===== config.mk =====
export PLATFORM = sky130hd
export DESIGN_NAME = uart_frame_receiver
export DESIGN_NICKNAME = d
export VERILOG_FILES = /design/src/rtl/uart_frame_receiver.sv
export SDC_FILE = /design/constraint.sdc
export NUM_CORES = 1
export LEC_CHECK = 0
export CORE_AREA = 8 8 81 83
export DETAILED_ROUTE_END_ITERATION = 8
export DIE_AREA = 0 0 89 91
export GPL_TIMING_DRIVEN = 0
export REMOVE_ABC_BUFFERS = 1
export SKIP_CTS_REPAIR_TIMING = 1
export SYNTH_ARGS = -nofsm -noshare
export SYNTH_HDL_FRONTEND = slang
export SYNTH_SLANG_ARGS = --single-unit
export TNS_END_PERCENT = 50

===== constraint.sdc =====
create_clock -name clock -period 2.4 [get_ports clock]
set_input_delay 0.48 -clock clock [delete_from_list [all_inputs] [get_ports clock]]
set_output_delay 0.48 -clock clock [all_outputs]
set_load 0.02 [all_outputs]

===== src/rtl/uart_frame_receiver.sv =====
// UART receiver: 2-flop rx sync, mid-bit sampling, parity/stop checks, word held on data_valid until data_ready (new frame dropped -> overrun).
// Define UART_RX_MAJORITY_EN for 2-of-3 majority decisions at mid+1 instead of a single sample at mid.
module uart_frame_receiver #(
  parameter int CLK_PER_BIT = 104,
  parameter int DATA_BITS   = 8,
  parameter int PARITY_MODE = 0,
  parameter int STOP_BITS   = 1
) (
  input  logic                 clock,
  input  logic                 reset_n,
  input  logic                 rx,
  output logic [DATA_BITS-1:0] data,
  output logic                 data_valid,
  input  logic                 data_ready,
  output logic                 parity_error,
  output logic                 framing_error,
  output logic                 overrun,
  output logic                 busy
);

  localparam int CW = $clog2(CLK_PER_BIT + 1);

  typedef enum logic [2:0] {IDLE, START, DATA, PARITY, STOP, BREAK_WAIT} state_t;

  state_t               state;
  logic                 rx_meta, rx_sync;
  logic [CW-1:0]        cnt;
  logic [3:0]           bit_cnt;
  logic [DATA_BITS-1:0] shreg;
  logic                 par_err_q, frm_err_q;
  logic                 bit_val, at_sample, last_stop;

`ifdef UART_RX_MAJORITY_EN
  localparam int OFS = 1;
  logic rx_d1, rx_d2;

  always_ff @(posedge clock or negedge reset_n) begin
    if (!reset_n) begin
      rx_d1 <= 1'b1;
      rx_d2 <= 1'b1;
    end else begin
      rx_d1 <= rx_sync;
      rx_d2 <= rx_d1;
    end
  end

  assign bit_val = (rx_d2 & rx_d1) | (rx_d2 & rx_sync) | (rx_d1 & rx_sync);
`else
  localparam int OFS = 0;
  assign bit_val = rx_sync;
`endif

  // Only the start bit carries the decision offset; later bits are spaced a full bit from it.
  localparam logic [CW-1:0] START_MID = CW'(CLK_PER_BIT / 2 - 1 + OFS);
  localparam logic [CW-1:0] BIT_END   = CW'(CLK_PER_BIT - 1);
  localparam logic [3:0]    LAST_DATA = 4'(DATA_BITS - 1);
  localparam logic [3:0]    LAST_STOP = 4'(STOP_BITS - 1);

  assign at_sample = (state == START) ? (cnt == START_MID) : (cnt == BIT_END);
  assign last_stop = (state == STOP) && at_sample && (bit_cnt == LAST_STOP);

  always_ff @(posedge clock or negedge reset_n) begin
    if (!reset_n) begin
      rx_meta <= 1'b1;
      rx_sync <= 1'b1;
    end else begin
      rx_meta <= rx;
      rx_sync <= rx_meta;
    end
  end

  always_ff @(posedge clock or negedge reset_n) begin
    if (!reset_n) begin
      state     <= IDLE;
      cnt       <= '0;
      bit_cnt   <= '0;
      shreg     <= '0;
      par_err_q <= 1'b0;
      frm_err_q <= 1'b0;
      busy      <= 1'b0;
    end else begin
      cnt <= at_sample ? '0 : cnt + 1'b1;
      case (state)
        IDLE: begin
          cnt       <= '0;
          bit_cnt   <= '0;
          par_err_q <= 1'b0;
          frm_err_q <= 1'b0;
          if (!rx_sync) begin
            state <= START;
            busy  <= 1'b1;
          end
        end
        START: begin
          if (at_sample) begin
            if (bit_val) begin
              state <= IDLE;
              busy  <= 1'b0;
            end else begin
              state <= DATA;
            end
          end
        end
        DATA: begin
          if (at_sample) begin
            shreg <= {bit_val, shreg[DATA_BITS-1:1]};
            if (bit_cnt == LAST_DATA) begin
              bit_cnt <= '0;
              state   <= (PARITY_MODE != 0) ? PARITY : STOP;
            end else begin
              bit_cnt <= bit_cnt + 1'b1;
            end
          end
        end
        PARITY: begin
          if (at_sample) begin
            par_err_q <= (PARITY_MODE == 1) ? (^shreg ^ bit_val) : ~(^shreg ^ bit_val);
            state     <= STOP;
          end
        end
        STOP: begin
          if (at_sample) begin
            if (!bit_val) frm_err_q <= 1'b1;
            if (bit_cnt == LAST_STOP) begin
              bit_cnt <= '0;
              if (bit_val) begin
                state <= IDLE;
                busy  <= 1'b0;
              end else begin
                state <= BREAK_WAIT;
              end
            end else begin
              bit_cnt <= bit_cnt + 1'b1;
            end
          end
        end
        BREAK_WAIT: begin
          cnt <= '0;
          if (rx_sync) begin
            state <= IDLE;
            busy  <= 1'b0;
          end
        end
        default: begin
          state <= IDLE;
          busy  <= 1'b0;
        end
      endcase
    end
  end

  // Output holding register: a completing frame wins over an idle slot or a same-cycle transfer.
  always_ff @(posedge clock or negedge reset_n) begin
    if (!reset_n) begin
      data          <= '0;
      data_valid    <= 1'b0;
      parity_error  <= 1'b0;
      framing_error <= 1'b0;
      overrun       <= 1'b0;
    end else begin
      overrun <= 1'b0;
      if (last_stop) begin
        if (!data_valid || data_ready) begin
          data          <= shreg;
          data_valid    <= 1'b1;
          parity_error  <= par_err_q;
          framing_error <= frm_err_q | ~bit_val;
        end else begin
          overrun <= 1'b1;
        end
      end else if (data_valid && data_ready) begin
        data_valid <= 1'b0;
      end
    end
  end

endmodule

Word-level counts from Yosys, hierarchy flattened

Index checks and enable logic that the tools add are counted.

Register bits after elaboration: 39
Bits in read-only memories: 0
Memories kept: 0
Output and inout port bits: 13
Input port bits: 4
Bits in latches: 0
Memory bits (writable): 0

Div/mod/pow operators: 0
Order comparisons: 0
$mul: 0
Bitwise operators: 5
Equality and inequality tests: 18
Reduce and logical (&&, ||, !) cells: 22
Multiplexer cells: 34
Shift-type cells: 0
Add/sub/neg operators: 2

Operators by type and width:

| operator                                              | number |
|---|---|
| 2-to-1 mux 3 bit                                      | 9 |
| case mux 3 bit (6 select lines)                       | 1 |
| 2-to-1 mux 4 bit                                      | 4 |
| inequality test 2 bit, second input constant          | 8 |
| 2-to-1 mux 7 bit                                      | 2 |
| 2-to-1 mux 1 bit                                      | 13 |
| case mux 4 bit (3 select lines)                       | 1 |
| AND reduction 2 bit                                   | 4 |
| AND reduction 8 bit                                   | 1 |
| XOR reduction 8 bit                                   | 1 |
| adder 7 x 1 -> 7 bit, second input constant           | 1 |
| equality test 7 x 6 -> 1 bit, second input constant   | 1 |
| equality test 7 bit, second input constant            | 1 |
| equality test 3 x 2 -> 1 bit, second input constant   | 2 |
| equality test 3 bit, second input constant            | 2 |
| AND reduction 3 bit                                   | 2 |
| nonzero test 2 bit                                    | 3 |
| case mux 1 bit (5 select lines)                       | 1 |
| AND reduction 5 bit                                   | 1 |
| adder 4 x 1 -> 4 bit, second input constant           | 1 |
| equality test 4 x 3 -> 1 bit, second input constant   | 1 |
| zero test 4 bit                                       | 1 |
| inequality test 2 x 1 -> 1 bit, second input constant | 2 |
| case mux 1 bit (2 select lines)                       | 2 |
| 11 further kinds                                      | 16 |

Depth between registers and ports, before layout

Depth after elaboration: 6
Gate-level depth with buffers: 7
Mapped depth without buffers: 7

Least setup slack after synthesis

No wires, ideal clock.

Kind: register -> register
Start: reg state[2]
End: reg shreg[7]
Setup slack: 0.328 ns
Required time: 2.275 ns
Setup time: 0.125 ns
Data arrival time: 1.947 ns
Stages on the path, launching flop included: 8
Path buffers: 2
Path through: dfrtp_1 -> clkbuf_1 -> nor3b_2 -> mux2i_4 -> and2_1 -> buf_4 -> nand3_4 -> mux2_4

Word-level cells in the longest chain between the ends: 3
Elaborated cells between the ends (all ways): 4
Classes of those cells: eq/ne: 2; mux: 1; reduce/logical: 1

Ends and longest elaborated chain:

| item                                     | RTL line | source |
|---|---|---|
| start: declaration                       | 25       | `state_t state;` |
| start signal: assignment                 | 109      | `state <= (PARITY_MODE != 0) ? PARITY : STOP;` |
| equality test 3 x 1 -> 1 bit             | 59       | `assign at_sample = (state == START) ? (cnt == START_MID) : (cnt == BIT_END);` |
| 2-to-1 mux 1 bit                         | 59       |  |
| AND reduction 2 bit (no source line) (*) | -        |  |
| end signal: assignment                   | 106      | `shreg <= {bit_val, shreg[DATA_BITS-1:1]};` |
| end: declaration                         | 29       | `logic [DATA_BITS-1:0] shreg;` |

Every way passes the cells marked *; elsewhere a longest branch is shown, timed or not.
A chain may end at the register's enable or synchronous reset.

Worst setup path in the final report

Start: reg state[0]
End: reg shreg[4]

The elaborated chain is that of the path after synthesis.

==> results by group <==
Place
  – GP Congestion: 0.7612
  – Dpl hpwl: 2.418 mm
  – Place WS: -0.1288 ns
  – Post-DP Area: 2178 µm²
  – Placed cells: 253
  – Port Buf Inserts: 16

Power and ir drop
  – Lkg Pwr: 0.0009964 µW
  – PwrDens: 489.0 nW/µm²
  – Worst IR Drop VDD: 0.0003204 V

Finish
  – Fillers: 544
  – Cell area after layout: 2293 µm²
  – Area Growth Syn to Fin: 16.53%
  – Ant. Diodes: 0
  – Layout Nets: 196
  – Commonest non-fill, non-tap cell in the layout: dfrtp_1
  – Reg area: 982.2 µm²
  – Most frequent cells in the layout: dfrtp_1, nor2_1, clkdlybuf4s50_1, xnor2_1, mux2_4
  – Multi-input gate area: 938.4 µm²
  – Non-Filler Instances: 262
  – Share of post-route cells with drive strength above 1: 0.1789

STA
  – Crit share post-route: 0.9368
  – Setup violators final: 0
  – Max-slew violations: 0
  – RSZ-0062 raised after global routing: no
  – Clk_skew: 0.004778 ns
  – Worst Tran Pin Value: 0.8719 ns
  – Max-slew headroom: 0.4188
  – Final worst setup slack: 0.1516 ns
  – Fmax: 444.8 MHz
  – Final Critical Period: 2.248 ns
  – Hold violation count in the final report: 0
  – Setup TNS: 0 ns

Worst setup path
  – CP required: 2.58 ns
  – Crit Path Class: flip-flop to flip-flop
  – RR Startpoint: state[0]$_DFFE_PN0P_
  – CP startpoint kind: flip-flop
  – Critical path capture point type: flip-flop
  – FF-to-FF path depth: 5
  – Top fanout value on the critical path: 18
  – Reg2reg end: shreg[4]$_DFFE_PN0P_
  – Reg2Reg Setup Slack: 0.15 ns
  – Crit path DAT: 2.43 ns

Logic synthesis
  – Synth Instances: 173
  – Synthesized area per cell: 11.38 µm²
  – Most used flip-flop cell after synthesis: dfrtp_1
  – Yosys warning count: 0
  – Flop and latch count out of synthesis: 39
  – Ys async rst share: 1.000
  – Syn Std Cell Area: 1968 µm²
  – Sequential share of the synthesized area: 0.4971
  – EDFF count, synth: 0
  – Yosys cell types: 47

Floorplan
  – DIE WIDTH: 89 µm
  – Starting Density: 0.3687
  – I/O pin cnt: 17
  – Standard-cell rows: 27
  – Core area: 5338 µm²
  – Die Ht: 91 µm
  – Die area: 8099 µm²

Route
  – Final WL: 3.619 mm
  – Routed met1 length: 1.793 mm
  – DR DRC count: 0
  – Drt pass-1 iters: 4
  – Drt wl/cell: 13.81 µm
  – DRT antenna net count: 0
  – Metal3 WL: 165 µm
  – Vias/cell: 5.053
  – Met2 wire len: 1.633 mm
  – Top Metal Used: met4
  – Drt initial violations: 108
  – Total number of vias: 1324

GRT
  – Vias in the first global route: 1321
  – Global-route wire length before repair: 6.465 mm
  – Largest net degree at the start of global routing: 40
  – Global Route Usage Sum: 0.1003
  – Initial antenna violation count: 0
  – Total gr overflow: 0

Clock tree
  – CTS clk-pin slew, worst paths: 0.08 ns
  – H-tree level count: 2
  – Number of CTS-inserted buffers: 5
  – CTS tree: done
  – Root buffer cell: clkbuf_8
  – Clk_lat worst skew: 0.29 ns
  – Clock tree buffer depth: 2
  – CTS sink cnt: 39

Flow run
  – Number of max-cap violations: 0

Hold path
  – Min-delay worst type: input port to async pin

Outcome
  – Outcome: completed
routing by layer:
layer	GRT usage	up-vias
li1	-	648
met1	0.1365	651
met2	0.1435	21
met3	0.04054	4
met4	0.02497	0
met5	0	-
cells in the mapped netlist, types with 3 or more instances:
library cell / count / area, µm²
a21oi_1: 7 / 35.03
clkbuf_1: 6 / 22.52
dfrtp_1: 37 / 925.9
ha_1: 3 / 37.54
inv_1: 6 / 22.52
mux2_1: 6 / 67.56
mux2_2: 4 / 45.04
mux2_4: 8 / 120.1
nand2_1: 7 / 26.28
nand2b_1: 3 / 18.77
nand3_1: 5 / 25.02
nand3b_1: 5 / 37.54
nand4_1: 3 / 18.77
nor2_1: 16 / 60.06
o21ai_1: 4 / 20.02
xnor2_1: 9 / 78.83
xor2_1: 5 / 43.79
registers in the layout, indices dropped and copies added, names as in the netlist:
register	flops
data	8
shreg	8
cnt	7
bit_cnt	4
state	3
bit_val	1
busy	1
data_valid	1
framing_error	1
frm_err_q	1
overrun	1
par_err_q	1
parity_error	1
rx_meta	1
critical path, cell delays in order, from the launching register on:
cell     delay (ns)
dfrtp_2        0.56
nor3b_2        0.32
mux2i_4        0.40
and2_2         0.30
nand3_4        0.19
mux2_4         0.35
power by group:
| group | total, µW | internal (µW) | switching, µW |
|---|---|---|---|
| registers | 662 | 660 | 2.84 |
| clock network | 438 | 203 | 235 |
| logic | 21.3 | 6.49 | 14.8 |
| total | 1120 | 869 | 252 |
area by class of cell:
cell class                 instances  share of cell area
multi-input combinational        120              0.4092
inverter                           6            0.009820
timing repair buffer              17             0.07638
clock buffer                       6             0.03164
clock inverter                     2            0.005456
sequential                        39              0.4283
tap                               72             0.03928
cells by family (layout without fill, tap and decap cells):
| family | after synthesis | in the layout | synth area share |
|---|---|---|---|
| compound gates | 31 | 31 | 0.1094 |
| xor+xnor | 14 | 14 | 0.06230 |
| fa+ha+maj | 4 | 4 | 0.02416 |
| buf+inv | 14 | 31 | 0.02924 |
| flops | 39 | 39 | 0.4971 |
| mux | 19 | 19 | 0.1297 |
| simple gates | 52 | 52 | 0.1481 |
metrics by stage:
step	hold WS [ns]	utilization	total power (µW)
6_report	0.2998	0.4297	1121
2_1_floorplan	0.1844	-	679.3
5_1_grt	0.3659	0.4297	1167
3_3_place_gp	0.3458	0.4090	698.8
4_1_cts	0.3442	0.4241	1138
3_5_place_dp	0.3468	0.4081	698.2
how the worst max path moves through the flow:
stage / startpoint / endpoint / slack, ns / depth (start not counted)
3_3_place_gp: reset_n / cnt[0]$_DFF_PN0_ / -0.16 / 1
2_1_floorplan: state[0]$_DFFE_PN0P_ / shreg[0]$_DFFE_PN0P_ / 0.23 / 5
6_report: state[0]$_DFFE_PN0P_ / shreg[4]$_DFFE_PN0P_ / 0.15 / 5
4_1_cts: state[0]$_DFFE_PN0P_ / shreg[1]$_DFFE_PN0P_ / -0.13 / 5
5_1_grt: state[0]$_DFFE_PN0P_ / shreg[1]$_DFFE_PN0P_ / 0.02 / 5
3_5_place_dp: state[0]$_DFFE_PN0P_ / shreg[1]$_DFFE_PN0P_ / -0.13 / 5
Power figures use the tool's default switching activity.
